[src/rtl/branch_ctrl.sv]
// branch_ctrl: resolves EX-stage branches/jumps, owns the fetch PC and drives the IF/ID flush window.
// Rev 1.0
`default_nettype none

module branch_ctrl #(
  parameter logic [31:0] RESET_PC     = 32'h0000_0000,
  parameter int          FLUSH_CYCLES = 2
) (
  input  logic        clk_i,
  input  logic        rst_ni,
  input  logic        stall_i,
  input  logic        br_valid_i,
  input  logic        jump_i,
  input  logic [2:0]  funct3_i,
  input  logic        br_less_i,
  input  logic        br_equal_i,
  input  logic [31:0] target_i,
  output logic        br_unsign_o,
  output logic [31:0] pc_o,
  output logic        flush_o,
  output logic        taken_o,
  output logic        illegal_o,
  output logic [15:0] br_cnt_o,
  output logic [15:0] taken_cnt_o
);

  typedef enum logic {
    RUN   = 1'b0,
    FLUSH = 1'b1
  } state_t;

  localparam logic [2:0] FLUSH_LOAD = 3'(FLUSH_CYCLES);

  state_t     state;
  logic [2:0] flush_cnt;
  logic       take_cond;
  logic       funct_ok;
  logic       resolve;

  // funct3 010/011 are reserved encodings and never redirect
  always_comb begin
    take_cond = 1'b0;
    case (funct3_i)
      3'b000:          take_cond = br_equal_i;
      3'b001:          take_cond = !br_equal_i;
      3'b100, 3'b110:  take_cond = br_less_i;
      3'b101, 3'b111:  take_cond = !br_less_i;
      default:         take_cond = 1'b0;
    endcase
  end

  assign funct_ok    = (funct3_i[2:1] != 2'b01);
  assign br_unsign_o = funct3_i[1];
  assign resolve     = (state == RUN) && !stall_i && (jump_i || (br_valid_i && take_cond));
  assign flush_o     = (state == FLUSH);

  always_ff @(posedge clk_i or negedge rst_ni) begin
    if (!rst_ni) begin
      state       <= RUN;
      flush_cnt   <= 3'd0;
      pc_o        <= RESET_PC;
      taken_o     <= 1'b0;
      illegal_o   <= 1'b0;
      br_cnt_o    <= 16'h0000;
      taken_cnt_o <= 16'h0000;
    end else begin
      taken_o   <= 1'b0;
      illegal_o <= 1'b0;
      if (!stall_i) begin
        case (state)
          RUN: begin
            // a branch is counted even when a simultaneous jump wins the redirect
            if (br_valid_i && funct_ok && (br_cnt_o != 16'hFFFF))
              br_cnt_o <= br_cnt_o + 16'd1;
            if (br_valid_i && !funct_ok)
              illegal_o <= 1'b1;
            if (resolve) begin
              pc_o      <= {target_i[31:2], 2'b00};
              taken_o   <= 1'b1;
              state     <= FLUSH;
              flush_cnt <= FLUSH_LOAD;
              if (taken_cnt_o != 16'hFFFF)
                taken_cnt_o <= taken_cnt_o + 16'd1;
            end else begin
              pc_o <= pc_o + 32'd4;
            end
          end
          FLUSH: begin
            pc_o      <= pc_o + 32'd4;
            flush_cnt <= flush_cnt - 3'd1;
            if (flush_cnt == 3'd1)
              state <= RUN;
          end
          default: state <= RUN;
        endcase
      end
    end
  end

endmodule

`default_nettype wire

[config.mk]
export PLATFORM = sky130hd
export DESIGN_NAME = branch_ctrl
export DESIGN_NICKNAME = d
export VERILOG_FILES = /design/src/rtl/branch_ctrl.sv
export SDC_FILE = /design/constraint.sdc
export NUM_CORES = 1
export LEC_CHECK = 0
export ABC_AREA = 1
export BUFFER_PORTS_ARGS = -buffer_cell sky130_fd_sc_hd__buf_4
export CORE_ASPECT_RATIO = 0.7
export CORE_MARGIN = 2
export CORE_UTILIZATION = 54
export CTS_CLUSTER_DIAMETER = 40
export DETAILED_ROUTE_END_ITERATION = 8
export PLACE_DENSITY_LB_ADDON = 0.05
export SYNTH_ARGS = -nofsm -noshare
export SYNTH_HDL_FRONTEND = slang
export SYNTH_SLANG_ARGS = --single-unit
[constraint.sdc]
create_clock -name clk_i -period 1.8 [get_ports clk_i]
set_input_delay 0.36 -clock clk_i [delete_from_list [all_inputs] [get_ports clk_i]]
set_output_delay 0.36 -clock clk_i [all_outputs]
set_load 0.05 [all_outputs]
## After elaboration in Yosys (flattened, before gate mapping)

Index checks and enable logic that the tools add are counted.

| cells by class | value |
|---|---|
| bitwise logic cells | 2 |
| reduce and logical (&&, ||, !) cells | 17 |
| equality and inequality tests | 10 |
| mux-type cells | 13 |
| $add $sub $neg | 4 |

Operators by type and width:

| cell | count |
|---|---|
| 32-bit one-hot mux with 2 select lines | 1 |
| 16-bit by 1-bit adder with 16-bit output, second input constant | 2 |
| 32-bit by 3-bit adder with 32-bit output, second input constant | 1 |
| 32-bit two-way mux | 1 |
| 16-bit inequality test, second input constant | 2 |
| 3-bit == test, second input constant | 4 |
| 1-bit two-way mux | 7 |
| 3-bit by 1-bit == test with 1-bit output, second input constant | 2 |
| 1-bit logical AND | 6 |
| 3-bit one-hot mux with 2 select lines | 1 |
| 1-bit logical NOT | 4 |
| 1-bit one-hot mux with 4 select lines | 1 |
| 4-bit AND reduction | 1 |
| 2-bit OR reduction | 2 |
| 3-bit logical NOT | 1 |
| 3-bit two-way mux | 1 |
| 3-bit AND reduction | 1 |
| 3-bit by 1-bit subtractor with 3-bit output, second input constant | 1 |
| 2-bit by 1-bit inequality test with 1-bit output, second input constant | 1 |
| 2-bit inequality test, second input constant | 1 |
| 1-bit inverter | 2 |
| 1-bit one-hot mux with 2 select lines | 1 |
| 2-bit AND reduction | 1 |
| 1-bit logical OR | 1 |

| word-level totals | value |
|---|---|
| bits of input ports | 42 |
| output and inout port bits | 68 |
| flip-flop bits (word level) | 70 |

## Depth between registers and ports, before layout

Gate-level depths: netlist of the first run.

| depth | value |
|---|---|
| depth in word-level cells | 9 |
| mapped depth | 12 |

## Worst setup path before layout of the first run

No wires, ideal clock.

| path | value |
|---|---|
| kind | register to register |
| start | register taken_cnt_o[0] |
| end | register taken_cnt_o[7] |
| path slack | -152 ps |
| stages on the path, launching flop included | 12 |
| period minus slack after synthesis | 1952 ps |
| arrival | 1834 ps |
| library setup time | 118 ps |
| cells stage by stage | dfrtp_1 -> ha_1 -> nand3_2 -> nor2_4 -> nand2_2 -> nor2_4 -> nand2_4 -> nand2_8 -> inv_4 -> buf_6 -> nand2_1 -> nand2_1 |

| between the ends | value |
|---|---|
| longest elaborated chain between the ends | 2 |
| elaborated cells on any way between the ends | 3 |
| those cells by class | 1 x add/sub; 1 x eq/ne; 1 x reduce/logical |

Ends and longest elaborated chain:

| what | line | source |
|---|---|---|
| from (decl) | 24 | `output logic [15:0] taken_cnt_o` |
| from (signal assigned) | 83 | `taken_cnt_o <= taken_cnt_o + 16'd1;` |
| parallel branches: the longest is 2 deep, another holds 16-bit by 1-bit adder with 16-bit output | - |  |

Parallel ways; which one is timed is not known.
A chain may end at the register's enable or synchronous reset.

## Worst setup path after layout of the first run

| path | value |
|---|---|
| start | register taken_cnt_o[0] |
| end | register taken_cnt_o[9] |

The elaborated chain is that of the path after synthesis.

==> results of run 1 <==
## synth_stat cells (all sizes together)
cell type  instances  area share (%)
dfrtp             68              37
ha                 5             1.4
nor3              11             1.5
nand4              9             1.2
o21ai             33             4.3
buf               13             2.7
xnor2             14             2.7
a21oi              6            0.66
clkbuf             4            0.33
or2                3            0.41
nand3             49             5.5
conb               1           0.083
nand3b            12             2.0
inv               64             5.4
nand2            265              23
a22oi              5            0.83
nor3b              1            0.28
o21bai             2            0.33
xor2              19             3.7
nor2              63             6.0
## layout by cell type, fill, tap and decap left out, types with 2 or more instances in the layout
master      instances
nor2_1             53
clkinvlp_4          2
ha_1                4
nand2_2             4
nor2_2              6
buf_12              4
or2_2               3
xnor2_1            14
xor2_1             19
o21ai_1             5
o21ai_0            20
a22oi_1             5
dfrtp_1            62
clkinv_2            2
clkbuf_16           9
nand3_2             2
nand3b_1           12
nand2_8             2
inv_4               3
nand3_1            47
nor2_4              4
nand4_1             9
o21bai_1            2
buf_4             120
conb_1              2
nand2_4             2
a21oi_1             6
nand2_1           257
dfrtp_2             6
o21ai_2             8
nor3_1             10
inv_1              60
## final cells by class
class,count,area share (%)
clock inverter,6,1.093
clock buffer,10,4.093
inverter,64,4.243
tap,101,2.164
timing repair buffer,124,16.80
sequential,68,29.27
multi-input combinational,499,42.34
## metal layers
metal,share of wire [%],wire length [microns],vias to the layer above,global-route usage (%)
met3,9.9,1198,23,6.642
met4,1.4,168,0,7.805
met5,0,0,-,0
met2,42,5129,214,41.02
met1,47,5652,2099,40.23
li1,-,-,2270,-
## flip-flops by register name, indices dropped and copies added, names as in the netlist
register     count
br_cnt_o        16
taken_cnt_o     16
pc_o            30
taken_o          1
illegal_o        1
flush_o          1
flush_cnt        3
## cells by family (layout without fill, tap and decap cells)
family | Yosys count | in the layout | synth area share, %
AND/OR/NAND/NOR | 413 | 413 | 40.12
flip-flops | 68 | 68 | 37.50
AO/OA/AOI/OAI | 46 | 46 | 6.121
adder cells (fa/ha/maj) | 5 | 5 | 1.379
other | 1 | 2 | 0.08263
XOR/XNOR | 33 | 33 | 6.369
buffers and inverters | 81 | 204 | 8.437
## stage by stage
step / setup WS, ns / instance area, sq um / TNS (ns)
after floorplan: 0.007220 / 4549 / 0
after global placement: 0.1353 / 5446 / 0
after detailed placement: 0.07435 / 5446 / 0
after CTS: 0.06198 / 5749 / 0
after global routing: -0.01891 / 5839 / -0.01891
final: 0.1116 / 5839 / 0
## critical path, delay by kind of cell (launching register included)
kind / cells / cell delay (ns)
and+or+nand+nor: 8 / 0.90
adders and majority gates: 1 / 0.21
buffers and inverters: 1 / 0.07
DFF: 1 / 0.40
## power by group through the flow
stage | clock (mW) | combinational [mW] | sequential, mW
global placement | 0 | 4.10 | 2.72
global route | 1.86 | 4.56 | 2.83
finish | 1.79 | 4.23 | 2.75
floorplan | 0 | 1.42 | 4.14
detailed placement | 0 | 4.17 | 2.75
CTS | 1.81 | 4.19 | 2.72
## final timing paths
check,slack [ns],endpoint,depth (start not counted),startpoint
worst max-delay path,0.11,taken_cnt_o[9],10,taken_cnt_o[0]
worst min register to register,0.50,taken_cnt_o[0],1,taken_cnt_o[0]
worst min-delay path,-0.007,br_cnt_o[10],1,rst_ni
max in group asynchronous,1.19,pc_o[29],2,rst_ni
worst max register to register,0.11,taken_cnt_o[9],10,taken_cnt_o[0]
min in group clk_i,0.24,illegal_o,2,funct3_i[2]
## timing repair
| item | 4_1_cts | 5_1_grt |
|---|---|---|
| buffers inserted | 0 | 8 |
| endpoints found under the setup margin | 0 | 24 |
| gates resized for setup | 0 | 7 |
==> results.sh, run 1 <==
export IMPL_status="finished with violations"
export IMPL_violations="hold timing"
export IMPL_drt_initial_drc_count=281
export IMPL_fin_crit_sh_pct=93.80
export IMPL_drive_above_1_share_pct=23.87
export IMPL_dieArea_sq_um=9165
export IMPL_chipHeight_microns=80.70
export IMPL_place_congestion=0.9258
export IMPL_row_count=27
export IMPL_place_hpwl_mm=8.944
export IMPL_final_util_pct=72.93
export IMPL_drv_slew=0
export IMPL_viasPerCell=5.282
export IMPL_synthesis_area_sq_um=4538
export IMPL_hold_viol=12
export IMPL_cp_arrival_ns=1.91
export IMPL_worst_hold_slack_ns=-0.006870
export IMPL_multi_input_area_sq_um=2472
export IMPL_grt_max_degree=37
export IMPL_synth_seq_cells=68
export IMPL_seq_area_frac_synth_pct=37.50
export IMPL_wirelength_mm=12.15
export IMPL_syn_area_per_cell_sq_um=7.014
export IMPL_peakVddDrop_uv=988.7
export IMPL_pin_count=110
export IMPL_synthCells=647
export IMPL_overflow=0
export IMPL_p_sw_share_pct=48.73
export IMPL_grt_usage_pct=27.60
export IMPL_cts_htree_levels=3
export IMPL_antenna_found_initial=0
export IMPL_cts_made_buffers=9
export IMPL_yosys_warnings=0
export IMPL_ctsHoldBuffers=0
export IMPL_p_leak_nw=2.935
export IMPL_switching_power_mw=4.274
export IMPL_rsz0062_at_grt="true"
export IMPL_fill_cells=660
export IMPL_finalNetCount=813
export IMPL_cp_start_kind="flop"
export IMPL_crit_fanout=11
export IMPL_dp_cells=848
export IMPL_fin_skew_ns=0.01045
export IMPL_cp_slowest_cell="dfrtp_2"
export IMPL_clk_pin_slew_ns=0.06
export IMPL_p_per_area_nw_per_um2=1502
export IMPL_area_growth_syn_to_layout_pct=28.67
export IMPL_die_w_microns=113.6
export IMPL_internal_power_mw=4.498
export IMPL_hold_path_class="in2async"
export IMPL_p_total_mw=8.773
export IMPL_antennaDiodeCount=0
export IMPL_grt_first_pass_wirelength_mm=19.89
export IMPL_dr_pass1_iters=6
export IMPL_num_vias=4606
export IMPL_remaining_drc_errors=0
export IMPL_path_cells="ha_2 -> nand3_2 -> nor2_4 -> nand2_2 -> nor2_4 -> nand2_4 -> nand2_8 -> inv_4 -> nand2_1 -> nand2_1"
export IMPL_pwr_share_comb_pct=48.2
export IMPL_root_buffer="clkbuf_16"
export IMPL_cpPeakStageDelay_ns=0.40
export IMPL_grt_pass1_vias=4147
export IMPL_cts_sinks=68
export IMPL_cap_violations=0
export IMPL_critical_path_class="reg2reg"
export IMPL_wl_per_cell_microns=13.93
export IMPL_synth_cell_types=33
export IMPL_end_kind="flop"
export IMPL_initial_core_util_pct=56.68
export IMPL_seq_area_sq_um=1709
export IMPL_clock_path_buffers=2
export IMPL_core_sq_um=8006
export IMPL_max_clock_freq_ghz=0.5923
export IMPL_power_frac_clock_pct=20.4
export IMPL_io_buffers=105
export IMPL_clock_latency_ns=0.34
export IMPL_fin_cells=872
export IMPL_crit_required_ns=2.02
export IMPL_setup_violations=0
export IMPL_cts_tree="done"
export IMPL_postRouteAntennaNets=0
export IMPL_period_minus_slack_ns=1.688
export IMPL_p_seq_share_pct=31.4
Power figures use the tool's default switching activity.
==> inputs of run 2 (changes only) <==
--- a/config.mk
+++ b/config.mk
@@ -7,9 +7,11 @@
 export LEC_CHECK = 0
 export ABC_AREA = 1
 export BUFFER_PORTS_ARGS = -buffer_cell sky130_fd_sc_hd__buf_4
+export CELL_PAD_IN_SITES_DETAIL_PLACEMENT = 1
+export CELL_PAD_IN_SITES_GLOBAL_PLACEMENT = 2
 export CORE_ASPECT_RATIO = 0.7
 export CORE_MARGIN = 2
-export CORE_UTILIZATION = 54
+export CORE_UTILIZATION = 25
 export CTS_CLUSTER_DIAMETER = 40
 export DETAILED_ROUTE_END_ITERATION = 8
 export PLACE_DENSITY_LB_ADDON = 0.05
==> results.sh, run 2 (synthesis results as in run 1) <==
export IMPL_grt_usage_pct=17.22
export IMPL_path_cells="ha_1 -> nand3_2 -> nor2_4 -> nand2_2 -> nor2_4 -> nand2_4 -> nand2_8 -> buf_4 -> nand2_1 -> o21ai_0"
export IMPL_cts_made_buffers=9
export IMPL_area_growth_syn_to_layout_pct=35.70
export IMPL_num_vias=4612
export IMPL_place_hpwl_mm=12.08
export IMPL_period_minus_slack_ns=1.723
export IMPL_overflow=0
export IMPL_cpPeakStageDelay_ns=0.39
export IMPL_drt_initial_drc_count=164
export IMPL_die_w_microns=165.0
export IMPL_dieArea_sq_um=19260
export IMPL_io_buffers=105
export IMPL_hold_path_class="in2async"
export IMPL_worst_path_most_repeated_cell="nor2_4"
export IMPL_wirelength_mm=15.85
export IMPL_drv_slew=0
export IMPL_regMostFlops="pc_o"
export IMPL_mostFrequentLayoutCells="nand2_1, buf_4, dfrtp_1"
export IMPL_clock_path_buffers=2
export IMPL_final_setup_tns_ns=0
export IMPL_dr_pass1_iters=4
export IMPL_dp_slack_ns=0.05275
export IMPL_critical_path_class="reg2reg"
export IMPL_dpl_instance_area_sq_um=5766
export IMPL_largest_reg_flops=30
export IMPL_p_sw_share_pct=47.95
export IMPL_pwr_share_comb_pct=49.4
export IMPL_p_leak_nw=3.029
export IMPL_initial_core_util_pct=25.35
export IMPL_worst_hold_slack_ns=0.02466
export IMPL_chipHeight_microns=116.7
export IMPL_grt_max_degree=69
export IMPL_row_count=41
export IMPL_viasPerCell=4.504
export IMPL_antennaDiodeCount=0
export IMPL_antenna_found_initial=0
export IMPL_cp_arrival_ns=1.96
export IMPL_layout_commonest_cell="nand2_1"
export IMPL_wl_per_cell_microns=15.48
export IMPL_power_frac_clock_pct=21.5
export IMPL_cap_violations=0
export IMPL_remaining_drc_errors=0
export IMPL_cp_slowest_cell="dfrtp_2"
export IMPL_setup_violations=0
export IMPL_top_regs="pc_o (30), br_cnt_o (16), taken_cnt_o (16)"
export IMPL_grt_first_pass_wirelength_mm=25.03
export IMPL_cts_sinks=68
export IMPL_core_sq_um=17900
export IMPL_cp_start_kind="flop"
export IMPL_grt_pass1_vias=4658
export IMPL_hold_viol=0
export IMPL_drive_above_1_share_pct=25.63
export IMPL_postRouteAntennaNets=0
export IMPL_internal_power_mw=4.764
export IMPL_fin_skew_ns=0.005346
export IMPL_pin_count=110
export IMPL_p_seq_share_pct=29.2
export IMPL_cts_htree_levels=3
export IMPL_end_kind="flop"
export IMPL_finalNetCount=830
export IMPL_crit_fanout=7
export IMPL_stdcell_area_sq_um=6158
export IMPL_max_clock_freq_ghz=0.5805
export IMPL_clock_latency_ns=0.34
export IMPL_switching_power_mw=4.389
export IMPL_p_total_mw=9.152
export IMPL_cts_tree="done"
export IMPL_p_per_area_nw_per_um2=1486
export IMPL_crit_required_ns=2.04
export IMPL_status="complete, no violations"
export IMPL_clk_pin_slew_ns=0.06
export IMPL_setup_slack_ns=0.07735
export IMPL_peakVddDrop_uv=830.3
export IMPL_fin_crit_sh_pct=95.70
export IMPL_root_buffer="clkbuf_16"
export IMPL_place_congestion=0.8018
==> run 2: through the flow <==
stage          util (%)  instances
3_5_place_dp      32.20       1003
6_report          34.40       1024
4_1_cts           33.99       1019
3_3_place_gp      32.20       1003
5_1_grt           34.40       1024
2_1_floorplan         -        648
==> run 2: final timing paths <==
check,start,to,depth (start not counted),slack [ns]
worst max register to register,taken_cnt_o[0],taken_cnt_o[2],10,0.08
worst min-delay path,rst_ni,taken_cnt_o[8],2,0.02
worst max-delay path,taken_cnt_o[0],taken_cnt_o[2],10,0.08
worst min register to register,br_cnt_o[15],br_cnt_o[15],2,0.52
min in group clk_i,funct3_i[2],illegal_o,2,0.22
max in group asynchronous,rst_ni,br_cnt_o[5],2,1.42
==> run 2: power groups by stage <==
stage,clock [mW],combinational [mW],sequential [mW]
2_1_floorplan,0,1.42,4.14
3_3_place_gp,0,4.43,2.68
3_5_place_dp,0,4.51,2.70
4_1_cts,2.04,4.52,2.68
5_1_grt,2.09,4.92,2.77
6_report,1.97,4.52,2.67
==> run 2: layer usage <==
metal  vias to the layer above  part of all wire, %  GRT usage [%]
li1                       2297                    -              -
met1                      2217                   53          25.28
met2                        85                   41          25.33
met3                        13                  4.7          4.013
met4                         0                  1.1          4.406
met5                         -                    0              0
==> run 2: worst max-delay path, delay by kind of cell, from the launching register on <==
family                   cells  cell delay (ns)
AND/OR/NAND/NOR              7             0.78
flip-flops                   1             0.39
AO/OA/AOI/OAI                1             0.11
buffers and inverters        1             0.12
adder cells (fa/ha/maj)      1             0.20
==> run 2: cell type report <==
| cell class | instances | area [sq um] |
|---|---|---|
| Timing Repair Buffer | 141 | 1109 |
| Clock inverter | 4 | 72.57 |
| Inverter | 64 | 245.2 |
| Fill cell | 2240 | 11750 |
| Clock buffer | 12 | 246.5 |
| Sequential cell | 68 | 1710 |
| Multi-Input combinational cell | 499 | 2480 |
| Tap cell | 236 | 295.3 |
==> run 2: repair_timing <==
action	CTS	global route
setup buffers	0	5
hold endpoints to repair	0	0
setup endpoints to repair	0	16
hold buffers	0	0
gates resized for setup	0	8
==> inputs of run 3 (changes only) <==
--- a/config.mk
+++ b/config.mk
@@ -14,6 +14,7 @@
 export CORE_UTILIZATION = 25
 export CTS_CLUSTER_DIAMETER = 40
 export DETAILED_ROUTE_END_ITERATION = 8
+export MAX_ROUTING_LAYER = met4
 export PLACE_DENSITY_LB_ADDON = 0.05
 export SYNTH_ARGS = -nofsm -noshare
 export SYNTH_HDL_FRONTEND = slang
==> results.sh, run 3 (synthesis results as in run 1) <==
export IMPL_status="complete, no violations"
export IMPL_clock_path_buffers=2
export IMPL_mostFrequentLayoutCells="nand2_1, buf_4, dfrtp_1"
export IMPL_regMostFlops="pc_o"
export IMPL_grt_max_degree=69
export IMPL_grt_pass1_vias=4652
export IMPL_dp_cells=1003
export IMPL_drt_initial_drc_count=174
export IMPL_row_count=41
export IMPL_pin_count=110
export IMPL_dieArea_sq_um=19260
export IMPL_fin_skew_ns=0.004957
export IMPL_finalNetCount=832
export IMPL_top_regs="pc_o (30), br_cnt_o (16), taken_cnt_o (16)"
export IMPL_antenna_found_initial=0
export IMPL_place_hpwl_mm=12.08
export IMPL_cp_arrival_ns=1.91
export IMPL_die_w_microns=165.0
export IMPL_dp_slack_ns=0.05275
export IMPL_area_growth_syn_to_layout_pct=35.81
export IMPL_cts_sinks=68
export IMPL_setup_slack_ns=0.1215
export IMPL_critical_path_class="reg2reg"
export IMPL_largest_reg_flops=30
export IMPL_p_leak_nw=3.029
export IMPL_worst_hold_slack_ns=0.02463
export IMPL_root_buffer="clkbuf_16"
export IMPL_num_vias=4637
export IMPL_setup_violations=0
export IMPL_chipHeight_microns=116.7
export IMPL_clock_latency_ns=0.34
export IMPL_clk_pin_slew_ns=0.06
export IMPL_layout_commonest_cell="nand2_1"
export IMPL_cts_htree_levels=3
export IMPL_fin_crit_sh_pct=93.25
export IMPL_drv_slew=0
export IMPL_place_congestion=0.8134
export IMPL_drive_above_1_share_pct=25.95
export IMPL_final_util_pct=34.43
export IMPL_p_per_area_nw_per_um2=1483
export IMPL_viasPerCell=4.519
export IMPL_max_clock_freq_ghz=0.5958
export IMPL_initial_core_util_pct=25.35
export IMPL_grt_usage_pct=17.77
export IMPL_wirelength_mm=15.82
export IMPL_peakVddDrop_uv=829.9
export IMPL_period_minus_slack_ns=1.679
export IMPL_crit_fanout=5
export IMPL_hold_path_class="in2async"
export IMPL_wl_per_cell_microns=15.42
export IMPL_cts_tree="done"
export IMPL_crit_required_ns=2.03
export IMPL_hold_viol=0
export IMPL_core_sq_um=17900
export IMPL_remaining_drc_errors=0
export IMPL_antennaDiodeCount=0
export IMPL_cap_violations=0
export IMPL_grt_first_pass_wirelength_mm=25.02
export IMPL_dr_pass1_iters=4
export IMPL_postRouteAntennaNets=0
export IMPL_io_buffers=105
export IMPL_cp_start_kind="flop"
export IMPL_cts_made_buffers=9
export IMPL_fin_cells=1026
export IMPL_end_kind="flop"
export IMPL_overflow=0
export IMPL_ctsHoldBuffers=0
[run 3: where the power goes]
| part | internal, mW | switching (mW) |
|---|---|---|
| Clock | 1.25 | 0.712 |
| Combinational | 1.49 | 3.02 |
| Sequential | 2.02 | 0.645 |
| Total | 4.76 | 4.38 |
[run 3: worst max-delay path: stages, from the launching register on]
cell and delay (ns):
dfrtp_2 0.40, ha_1 0.22, nand3_2 0.15, inv_1 0.14, nand3_2 0.14, inv_1 0.15, nand2_1 0.07, nand2_1 0.05
nand3_1 0.10, nand2_1 0.09, nand2_1 0.05
[run 3: area by class of cell]
class / instances / area (sq um)
clock buffers: 12 / 246.5
clock inverters: 4 / 72.57
fillers: 2243 / 11740
inverters: 64 / 245.2
multi-input cells: 499 / 2482
flip-flops and latches: 68 / 1710
well taps: 236 / 295.3
repair buffers: 143 / 1111
[run 3: repair_timing]
item                                    4_1_cts  5_1_grt
endpoints found under the setup margin        0       16
buffers inserted                              0        7
resized for setup                             0        9
[run 3: path summary, 6_finish.rpt]
kind | from | to | slack (ns) | cells past startpoint
max | pc_o[2] | pc_o[28] | 0.12 | 10
min | rst_ni | taken_cnt_o[8] | 0.02 | 2
max reg2reg | pc_o[2] | pc_o[28] | 0.12 | 10
min reg2reg | br_cnt_o[15] | br_cnt_o[15] | 0.52 | 2
max in group asynchronous | rst_ni | br_cnt_o[5] | 1.42 | 2
min in group clk_i | funct3_i[2] | illegal_o | 0.22 | 2
[run 3: layer usage]
layer  GRT usage [%]  share of wire, %
met1           25.57                52
met2           25.19                41
met3           3.693               5.7
met4           4.580               1.1
met5               -                 0
[run 3: metrics by stage]
stage | TNS (ns) | total power, mW | cell area [sq um]
4_1_cts | 0 | 9.243 | 6085
6_report | 0 | 9.139 | 6163
5_1_grt | -0.0009466 | 9.777 | 6163
3_3_place_gp | 0 | 7.104 | 5766
2_1_floorplan | 0 | 5.567 | 4549
3_5_place_dp | 0 | 7.214 | 5766
